**src/rtl/multi_ctrl_fsm.sv**
```systemverilog
// Multicycle ARM sequencing controller: Moore main FSM, ALU command decode,
// condition-gated architectural write enables and a retired-instruction counter.
module multi_ctrl_fsm (
   input  logic        clk,
   input  logic        reset,
   input  logic [1:0]  op,
   input  logic [5:0]  funct,
   input  logic [3:0]  rd,
   input  logic        cond_ex,
   output logic        ir_write,
   output logic        adr_src,
   output logic        alu_src_a,
   output logic [1:0]  alu_src_b,
   output logic [1:0]  result_src,
   output logic [1:0]  alu_control,
   output logic        pc_write,
   output logic        reg_write,
   output logic        mem_write,
   output logic [1:0]  flag_write,
   output logic        illegal_instr,
   output logic [3:0]  state_dbg,
   output logic [31:0] instret
);

   typedef enum logic [3:0] {
      S_FETCH    = 4'd0,
      S_DECODE   = 4'd1,
      S_MEMADR   = 4'd2,
      S_MEMRD    = 4'd3,
      S_MEMWB    = 4'd4,
      S_MEMWR    = 4'd5,
      S_EXECUTER = 4'd6,
      S_EXECUTEI = 4'd7,
      S_ALUWB    = 4'd8,
      S_BRANCH   = 4'd9,
      S_UNKNOWN  = 4'd10
   } state_t;

   state_t      state;
   state_t      state_nx;
   state_t      dec_state;

   logic        ir_w;
   logic        next_pc;
   logic        reg_w;
   logic        mem_w;
   logic        alu_op;
   logic        branch;
   logic [3:0]  cmd;
   logic [1:0]  flag_w;
   logic        no_write_dec;
   logic        no_write_q;
   logic        no_write_eff;
   logic        rd_pc;
   logic        retire;

   // State register, retirement counter and the no_write latch for ALUWB
   always_ff @(posedge clk) begin
      if (!reset) begin
         state      <= S_FETCH;
         instret    <= '0;
         no_write_q <= 1'b0;
      end else begin
         state <= state_nx;
         if (retire)
            instret <= instret + 32'd1;
         if (state == S_EXECUTER || state == S_EXECUTEI)
            no_write_q <= no_write_dec;
      end
   end

   always_comb begin
      state_nx   = S_FETCH;
      ir_w       = 1'b0;
      next_pc    = 1'b0;
      adr_src    = 1'b0;
      alu_src_a  = 1'b0;
      alu_src_b  = 2'b00;
      result_src = 2'b00;
      reg_w      = 1'b0;
      mem_w      = 1'b0;
      alu_op     = 1'b0;
      branch     = 1'b0;

      case (state)
         S_FETCH:  state_nx = S_DECODE;
         S_DECODE: begin
            case (op)
               2'b01:   state_nx = S_MEMADR;
               2'b00:   state_nx = funct[5] ? S_EXECUTEI : S_EXECUTER;
               2'b10:   state_nx = S_BRANCH;
               default: state_nx = S_UNKNOWN;
            endcase
         end
         S_MEMADR:   state_nx = funct[0] ? S_MEMRD : S_MEMWR;
         S_MEMRD:    state_nx = S_MEMWB;
         S_EXECUTER: state_nx = S_ALUWB;
         S_EXECUTEI: state_nx = S_ALUWB;
         default:    state_nx = S_FETCH;
      endcase

      // Held in reset the datapath sees the FETCH decode; enables are gated below
      dec_state = reset ? state : S_FETCH;

      case (dec_state)
         S_FETCH: begin
            ir_w       = 1'b1;
            next_pc    = 1'b1;
            alu_src_a  = 1'b1;
            alu_src_b  = 2'b10;
            result_src = 2'b10;
         end
         S_DECODE: begin
            alu_src_a  = 1'b1;
            alu_src_b  = 2'b10;
            result_src = 2'b10;
         end
         S_MEMADR: alu_src_b = 2'b01;
         S_MEMRD:  adr_src = 1'b1;
         S_MEMWB: begin
            result_src = 2'b01;
            reg_w      = 1'b1;
         end
         S_MEMWR: begin
            adr_src = 1'b1;
            mem_w   = 1'b1;
         end
         S_EXECUTER: alu_op = 1'b1;
         S_EXECUTEI: begin
            alu_op    = 1'b1;
            alu_src_b = 2'b01;
         end
         S_ALUWB: reg_w = 1'b1;
         S_BRANCH: begin
            alu_src_b  = 2'b01;
            result_src = 2'b10;
            branch     = 1'b1;
         end
         default: ;
      endcase
   end

   assign cmd = funct[4:1];

   always_comb begin
      alu_control  = 2'b00;
      flag_w       = 2'b00;
      no_write_dec = 1'b0;
      if (alu_op) begin
         case (cmd)
            4'b0100: begin
               alu_control = 2'b00;
               flag_w      = {funct[0], funct[0]};
            end
            4'b0010: begin
               alu_control = 2'b01;
               flag_w      = {funct[0], funct[0]};
            end
            4'b0000: begin
               alu_control = 2'b10;
               flag_w      = {funct[0], 1'b0};
            end
            4'b1100: begin
               alu_control = 2'b11;
               flag_w      = {funct[0], 1'b0};
            end
            4'b1010: begin
               alu_control  = 2'b01;
               flag_w       = {funct[0], funct[0]};
               no_write_dec = 1'b1;
            end
            default: ;
         endcase
      end
   end

   // ALUWB no longer has alu_op, so it relies on the value captured in EXECUTE
   assign no_write_eff = (state == S_ALUWB) ? no_write_q : no_write_dec;
   assign rd_pc        = (rd == 4'd15);

   assign ir_write      = reset & ir_w;
   assign pc_write      = reset & (next_pc | (branch & cond_ex) | (reg_w & cond_ex & rd_pc));
   assign reg_write     = reset & reg_w & cond_ex & ~no_write_eff & ~rd_pc;
   assign mem_write     = reset & mem_w & cond_ex;
   assign flag_write    = flag_w & {2{cond_ex & reset}};
   assign illegal_instr = reset & (state == S_UNKNOWN);
   assign state_dbg     = state;

   assign retire = (state == S_MEMWB) || (state == S_MEMWR) || (state == S_ALUWB) ||
                   (state == S_BRANCH) || (state == S_UNKNOWN);

endmodule

```
**config.mk**
```make
export PLATFORM = sky130hd
export DESIGN_NAME = multi_ctrl_fsm
export DESIGN_NICKNAME = d
export VERILOG_FILES = /design/src/rtl/multi_ctrl_fsm.sv
export SDC_FILE = /design/constraint.sdc
export NUM_CORES = 1
export LEC_CHECK = 0
export CAP_MARGIN = 20
export CORE_MARGIN = 10
export CORE_UTILIZATION = 46
export CTS_CLUSTER_DIAMETER = 60
export DETAILED_ROUTE_END_ITERATION = 8
export HOLD_SLACK_MARGIN = 0.03
export PLACE_DENSITY_LB_ADDON = 0.2
export SLEW_MARGIN = 30
export SYNTH_ARGS = -nofsm -noshare
export SYNTH_HDL_FRONTEND = slang
export SYNTH_SLANG_ARGS = --single-unit
```
**constraint.sdc**
```tcl
create_clock -name clk -period 2.23 [get_ports clk]
set_input_delay 0.446 -clock clk [delete_from_list [all_inputs] [get_ports clk]]
set_output_delay 0.446 -clock clk [all_outputs]
set_load 0.01 [all_outputs]
```
======== Word level (Yosys, flattened, before mapping) ========
Index checks and enable logic that the tools add are counted.
word-level totals
  output and inout bits ................... 51
  flip-flop bits (word level) ............. 37
  word-level logic and storage cells ...... 88
  input bits .............................. 15
cells by class
  equality and inequality tests ........... 26
  reductions and logical operators ........ 19
  multiplexer cells ....................... 21
  bitwise logic cells ..................... 18
  add/subtract/negate cells ............... 1
operators by type and width
  kind                     count
  $eq A4 B3 Y1 const B     9
  $add A32 B1 Y32 const B  1
  $eq A4 B4 Y1 const B     8
  $eq A4 B2 Y1 const B     5
  $pmux W4 S5              1
  $reduce_or A2 Y1         7
  $and A1 B1 Y1            13
  $logic_not A4 Y1         3
  $pmux W2 S2              3
  $pmux W4 S3              1
  $mux W1                  11
  $reduce_or A3 Y1         3
  $eq A4 B1 Y1 const B     2
  $pmux W2 S3              1
  $logic_or A1 B1 Y1       5
  $mux W2                  2
  $mux W4                  1
  $mux W3                  1
  $and A2 B2 Y2            1
  $eq A2 B1 Y1 const B     1
  $eq A2 B2 Y1 const B     1
  $logic_not A2 Y1         1
  $not A1 Y1               2
  $or A1 B1 Y1             2

======== Longest topological paths before layout ========
Gate-level depths: netlist (run 1).
  word-level depth ........................ 9
  mapped depth ............................ 7
  gate-level depth less buffers ........... 5

======== Worst setup path after synthesis (run 1) ========
OpenSTA, ideal clock, no wires.
  path type ............................... input to output
  start point ............................. input reset
  end point ............................... output ir_write
  buffers on the path ..................... 1
  data required time ...................... 1.784 ns
  cell stages on the path ................. 4
  arrival time ............................ 1.464 ns
  setup slack ............................. 0.320 ns
  path through ............................ clkbuf_1 inv_2 or3_1 nor3_1
on the way
  longest elaborated chain between the ends .. 4
RTL lines
  item               RTL line  source
  start, declared    5         input logic reset,
  $mux W4            103       dec_state = reset ? state : S_FETCH;
  $logic_not A4 Y1   105       case (dec_state)
  $mux W1            105
  $and A1 B1 Y1 (*)  181       assign ir_write = reset & ir_w;
  end, declared      10        output logic ir_write,
Mark *: on every way between the ends. The rest lies on a longest branch, timed or not.

======== Final worst setup path (run 1) ========
  start point ............................. input cond_ex
  end point ............................... output pc_write
on the way
  longest elaborated chain between the ends .. 4
RTL lines
  item                                                  RTL line  source
  start, declared                                       9         input logic cond_ex,
  $and A1 B1 Y1                                         182       assign pc_write = reset & (next_pc | (branch & cond_ex) | (reg_w & cond_ex & rd_pc));
  $or A1 B1 Y1 / $and A1 B1 Y1 (equally long branches)  182
  $or A1 B1 Y1 (*)                                      182
  $and A1 B1 Y1 (*)                                     182
  end, declared                                         16        output logic pc_write,
Marked as above.

==> results.json, run 1 <==
{
  "status": "finished, final reports clean",
  "fillers": 370,
  "grt_pass1_wl_mm": 9.50,
  "fin_cells": 389,
  "ys_types": 39,
  "antenna-diode-count": 0,
  "root_buffer": "clkbuf_8",
  "syn_area_sq_mm": 0.00205,
  "relSlewSlack_pct": 74.9,
  "tightest_slew_ns": 0.373,
  "initial_core_util_pct": 47.5,
  "grt_util_all_layers_pct": 15.2,
  "synthesis.nets": 273,
  "ys_async_sr_fraction_pct": 0,
  "dr_wl_met3_um": 472,
  "die_h_um": 86.8,
  "hold_viol_final": 0,
  "cp.arrival_ns": 1.71,
  "drtPass1Iterations": 4,
  "timing.setup.tns_ns": 0,
  "cts_buffers": 5,
  "critical_path_class": "input pin to output port",
  "drt-total-wl_mm": 5.67,
  "cp-start-kind": "input pin",
  "synth_seq_area_share_pct": 36.1,
  "tritoncts": "done",
  "clkLatencyLatePin_ns": 0.30,
  "rsz0062_at_grt": "false",
  "wl_met1_mm": 2.54,
  "power_mw": 1.37,
  "drt_iter0_markers": 99,
  "grt_overflow": 0,
  "hold_ws_ns": 0.461,
  "period_share_pct": 96.9,
  "clkTransAtPathRegs_ns": 0.07,
  "synth-main-ff-cell": "dfxtp_1",
  "crit_required_ns": 1.78,
  "dieArea_sq_mm": 0.00753,
  "drive_gt1_share_pct": 15.4,
  "maxUsedRoutingLayer": "met4",
  "finClkSkew_ns": 0.00824,
  "postLayoutCoreUtil_pct": 68.5,
  "synth-seq-cells": 37,
  "cp_max_fo": 2,
  "leakage_nw": 1.07,
  "wl_met2_mm": 2.59,
  "cts_sinks": 37,
  "die_w_um": 86.8,
  "drc_errors": 0,
  "min_path_type": "flip-flop to flip-flop",
  "critPathTopFamily": "buffers and inverters",
  "peakVddDrop_v": 0.000382,
  "layout_commonest_cell": "clkdlybuf4s50_1",
  "core_sq_mm": 0.00432,
  "maxClockFrequency_mhz": 463,
  "crit_buf_inv": 2,
  "power_density_mw_per_mm2": 464,
  "grt_start_max_net_pins": 33,
  "port_buffers": 65,
  "antenna_found_initial": 0,
  "worstPathCellList": "clkdlybuf4s50_1 > nand3_2 > maj3_2 > o22ai_2 > and3_4 > buf_6",
  "cp_slowest_stage_delay_ns": 0.50,
  "clock_path_buffers": 2,
  "via_count": 2091,
  "grt_pass1_vias": 1998,
  "yosysWarnings": 0,
  "viasPerCell": 5.38,
  "syn-instance-count": 257,
  "pin_count": 66,
  "hpwl_mm": 4.24,
  "routedWlPerCell_um": 14.6,
  "area_growth_syn_to_layout_pct": 44.4,
  "slowest_stage": "clkdlybuf4s50_1",
  "drtAntennaViolNets": 0,
  "cts_max_level": 2,
  "syn_avg_cell_area_sq_um": 7.98,
  "finalCriticalPeriod_ns": 2.16,
  "layout.nets": 352,
  "synth_edf_count": 0,
  "gp_congestion": 0.801,
  "cap_violations": 0,
  "worstSetupEndpointType": "output port",
  "final_cell_mix": "44 x clkdlybuf4s50_1, 37 x nor2_1, 36 x dfxtp_1, 25 x xnor2_1, 24 x buf_4",
  "finalMaxSlewViolations": 0,
  "num_rows": 24,
  "place_inst": 380,
  "setup_viol": 0
}
final timing paths:
check                           depth (start not counted)           to  slack (ns)        start
worst max-delay path                                    6     pc_write        0.07      cond_ex
worst min-delay path                                    2   no_write_q        0.46   no_write_q
worst max register to register                          5  instret[31]        0.30  instret[16]
worst min register to register                          2   no_write_q        0.46   no_write_q
kinds of logic after synthesis:
group,count (synthesis),share of synthesized area (%)
AOI/OAI and AO/OA,23,7.01
xor gates and xnor gates,29,12.4
muxes,3,1.52
DFF,37,36.1
adders and majority gates,2,1.10
and+or+nand+nor,142,37.3
buffers and inverters,21,4.63
synthesized netlist by cell type (2+ instances only):
| library cell | number | area [sq um] |
|---|---|---|
| a21oi_1 | 9 | 45.0 |
| a22oi_1 | 2 | 15.0 |
| and2_1 | 5 | 31.3 |
| and3_1 | 3 | 18.8 |
| and4_1 | 8 | 70.1 |
| buf_4 | 2 | 15.0 |
| clkbuf_1 | 12 | 45.0 |
| dfxtp_1 | 37 | 741 |
| inv_1 | 3 | 11.3 |
| mux2i_1 | 2 | 20.0 |
| nand2_1 | 20 | 75.1 |
| nand2b_1 | 5 | 31.3 |
| nand3_1 | 8 | 40.0 |
| nand3b_1 | 2 | 15.0 |
| nand4_1 | 11 | 68.8 |
| nor2_1 | 37 | 139 |
| nor2b_1 | 3 | 18.8 |
| nor3_1 | 12 | 60.1 |
| nor4_1 | 17 | 106 |
| nor4b_1 | 3 | 26.3 |
| o21ai_0 | 6 | 30.0 |
| o31ai_1 | 2 | 15.0 |
| or3_1 | 5 | 31.3 |
| xnor2_1 | 25 | 219 |
| xor2_1 | 4 | 35.0 |
timing repair:
action | 4_1_cts | 5_1_grt
resized for setup | 29 | 24
pin swaps | 4 | 4
hold buffers | 0 | 0
buffers inserted | 0 | 1
endpoints found under the setup margin | 15 | 10
report_power, final:
| group | internal, mW | leakage, nW | switching, mW | total [mW] |
|---|---|---|---|---|
| clock | 0.216 | 0.0450 | 0.231 | 0.448 |
| combinational | 0.123 | 0.724 | 0.118 | 0.242 |
| sequential | 0.671 | 0.299 | 0.0138 | 0.684 |
state kept, by name (all words and copies together), names as in the netlist:
| name | flops |
|---|---|
| instret | 32 |
| state_dbg | 4 |
| no_write_q | 1 |
per-layer routing:
metal  up-vias  GRT usage [%]
met3         6           6.94
met4         0           4.71
met1       958           18.1
li1       1071              -
met2        56           23.8
met5         -              0
area by class of cell:
class,instances,area (sq um),share of cell area [%]
clock buffer,6,72.6,2.45
clock inverter,2,10.0,0.338
inverter,4,15.0,0.507
multi-input combinational,199,1250,42.3
sequential,37,742,25.0
tap,52,65.1,2.20
timing repair buffer,89,805,27.2
worst min-delay path, cell delays in order (launching register included):
cell,delay (ns)
dfxtp_1,0.31
nand2_1,0.05
a21oi_1,0.05
stage by stage:
stage          worst slack, ns  area [sq um]
4_1_cts                 -0.130          2920
2_1_floorplan            0.320          2050
3_3_place_gp            -0.574          2860
5_1_grt                0.00364          2960
3_5_place_dp            -0.653          2860
6_report                0.0695          2960
No activity file was read; power rests on OpenSTA's default activity.
==> run 2, diff against run 1 <==
--- a/config.mk
+++ b/config.mk
@@ -7,9 +7,12 @@
 export LEC_CHECK = 0
 export CAP_MARGIN = 20
 export CORE_MARGIN = 10
-export CORE_UTILIZATION = 46
+export CORE_UTILIZATION = 50
+export CTS_BUF_LIST = sky130_fd_sc_hd__clkbuf_4 sky130_fd_sc_hd__clkbuf_8 sky130_fd_sc_hd__clkbuf_16
 export CTS_CLUSTER_DIAMETER = 60
 export DETAILED_ROUTE_END_ITERATION = 8
+export DONT_BUFFER_PORTS = 1
+export GPL_ROUTABILITY_DRIVEN = 0
 export HOLD_SLACK_MARGIN = 0.03
 export PLACE_DENSITY_LB_ADDON = 0.2
 export SLEW_MARGIN = 30
==> run 2 against run 1 <==
  * Die area shrank 6.2%
  * Clock power grew 6.9%
  * Global-route usage shrank 0.10 points
  * Maximum frequency grew 5.6%
  * Final area shrank 23%
  * Sequential power grew 0.7%
  * Highest routed layer unchanged
  * Clock skew shrank 0.0046 ns
  * Worst setup slack gained 0.11 ns
  * Largest power group unchanged
  * Combinational power shrank 40%
  * Routed wire length shrank 8.4%
==> results.json, run 2 (synthesis results as in run 1) <==
{
  "grt_pass1_wl_mm": 9.09,
  "initial_core_util_pct": 51.3,
  "critical_path_class": "flip-flop to output port",
  "cts_sinks": 37,
  "drtPass1Iterations": 5,
  "grt_pass1_vias": 1871,
  "switching_share_pct": 24.9,
  "timing.setup.tns_ns": 0,
  "seqCellArea_sq_um": 743,
  "finClkSkew_ns": 0.00359,
  "fillers": 376,
  "antenna-diode-count": 0,
  "min_path_type": "input pin to flip-flop",
  "cp_slowest_stage_delay_ns": 0.38,
  "gr-usage-met1_pct": 16.2,
  "layout_commonest_cell": "nor2_1",
  "multi_input_area_sq_mm": 0.00122,
  "tightest_slew_ns": 0.610,
  "clkTransAtPathRegs_ns": 0.07,
  "whs_path_depth": 2,
  "combPwrFrac_pct": 11.0,
  "worstPathCellList": "nor2b_4 > nand2_1 > nor2_2 > nand4_1 > a211oi_1 > buf_4",
  "antenna_found_initial": 0,
  "top_register": "instret",
  "clkLatencyLatePin_ns": 0.28,
  "timing.rr.end": "instret[31]",
  "drc_errors": 0,
  "root_buffer": "clkbuf_8",
  "crit_required_ns": 1.78,
  "dieArea_sq_mm": 0.00707,
  "port_buffers": 0,
  "busiest_layer": "met2",
  "area_growth_syn_to_layout_pct": 10.8,
  "finalMaxSlewViolations": 0,
  "drtAntennaViolNets": 0,
  "hpwl_mm": 3.89,
  "slowest_stage": "dfxtp_1",
  "clock_path_buffers": 2,
  "grt.met3_usage_pct": 8.50,
  "switchingPower_uw": 327,
  "cap_violations": 0,
  "drt-total-wl_mm": 5.19,
  "peakVddDrop_v": 0.000334,
  "worstSetupEndpointType": "output port",
  "pin_count": 66,
  "grt_util_all_layers_pct": 15.1,
  "layout.nets": 282,
  "reg2reg_from": "instret[7]",
  "cts_buffers": 5,
  "largest_reg_flops": 32,
  "pwr-share-clk_pct": 36.5,
  "cp.arrival_ns": 1.60,
  "rsz0062_at_grt": "false",
  "power_density_mw_per_mm2": 577,
  "viasPerCell": 5.91,
  "relSlewSlack_pct": 58.8,
  "core_sq_mm": 0.00400,
  "final_cell_mix": "36 x nor2_1, 35 x dfxtp_1, 25 x xnor2_1, 20 x nand2_1, 19 x buf_4",
  "maxClockFrequency_mhz": 489,
  "hold_viol_final": 0,
  "hold_ws_ns": 0.313,
  "cts_setup_buffers": 0,
  "grt_start_max_net_pins": 35,
  "r2r_cells": 5,
  "tritoncts": "done",
  "drive_gt1_share_pct": 13.1,
  "hold_end": "instret[30]",
  "die_h_um": 84.1,
  "via_count": 1873,
  "period_share_pct": 91.8,
  "ff2ff_setup_slack_ns": 0.41,
  "internal-power_uw": 986,
  "die_w_um": 84.1,
  "cp_max_fo": 4,
  "gr-usage-met2_pct": 24.4,
  "cts_max_level": 2,
  "num_rows": 23,
  "routedWlPerCell_um": 16.4,
  "setup_viol": 0,
  "p_seq_share_pct": 52.5,
  "leakage_nw": 0.742,
  "grt_overflow": 0,
  "drt_iter0_markers": 69,
  "cp-start-kind": "flip-flop",
  "finalCriticalPeriod_ns": 2.05,
  "status": "finished, final reports clean",
  "hold_start": "reset"
}
==> run 2: cell types whose count changed in the layout (fill, tap and decap cells not counted), moves of 3 or more <==
cell	previous run	this run
buf_4	24	19
clkbuf_2	4	0
clkbuf_4	0	3
clkdlybuf4s50_1	44	0
dlygate4sd2_1	8	0
dlymetal6s2s_1	5	0
==> run 2: critical path, delay by kind of cell, from the launching register on <==
family,cells,cell delay [ns]
flip-flops,1,0.38
AO/OA/AOI/OAI,1,0.23
AND/OR/NAND/NOR,4,0.55
buffers and inverters,1,0.16
==> run 2: final cells by class <==
type | count | area share, %
inverter | 4 | 0.660
timing repair buffer | 19 | 6.27
multi-input combinational | 199 | 53.6
tap | 50 | 2.75
sequential | 37 | 32.7
clock buffer | 8 | 4.02
==> run 2: per-layer routing <==
layer	vias to the layer above	share of wire [%]	wire, um
met5	-	0	0
met1	876	42	2190
met2	65	45	2360
li1	927	-	-
met4	0	0.85	44
met3	5	12	600
==> run 2: worst max path at each step <==
| stage | start | end | slack, ns |
|---|---|---|---|
| after global routing | state_dbg[2] | flag_write[1] | 0.02 |
| after CTS | state_dbg[3] | flag_write[1] | 0.14 |
| after global placement | rd[2] | pc_write | 0.36 |
| final | state_dbg[2] | flag_write[1] | 0.18 |
| after detailed placement | rd[2] | pc_write | 0.35 |
| after floorplan | reset | ir_write | 0.32 |
==> run 2: power by group through the flow <==
stage               combinational (mW)  sequential (mW)  clock, mW
global placement                 0.143            0.704          0
detailed placement               0.144            0.704          0
floorplan                        0.119            0.698          0
global route                     0.162            0.691      0.514
CTS                              0.145            0.689      0.494
finish                           0.144            0.689      0.479
==> run 2: repair_timing <==
action,in CTS,in global routing
endpoints found under the setup margin,0,2
gates resized for setup,0,3
hold buffers,0,0
==> run 2: per-stage QoR <==
stage / total power, mW / cell area, sq um / util (%) / std cells / worst slack, ns
2_1_floorplan: 0.817 / 2050 / - / 257 / 0.320
3_3_place_gp: 0.847 / 2180 / 54.4 / 309 / 0.363
3_5_place_dp: 0.848 / 2180 / 54.4 / 309 / 0.351
4_1_cts: 1.33 / 2270 / 56.7 / 317 / 0.138
5_1_grt: 1.37 / 2270 / 56.8 / 317 / 0.0171
6_report: 1.31 / 2270 / 56.8 / 317 / 0.183
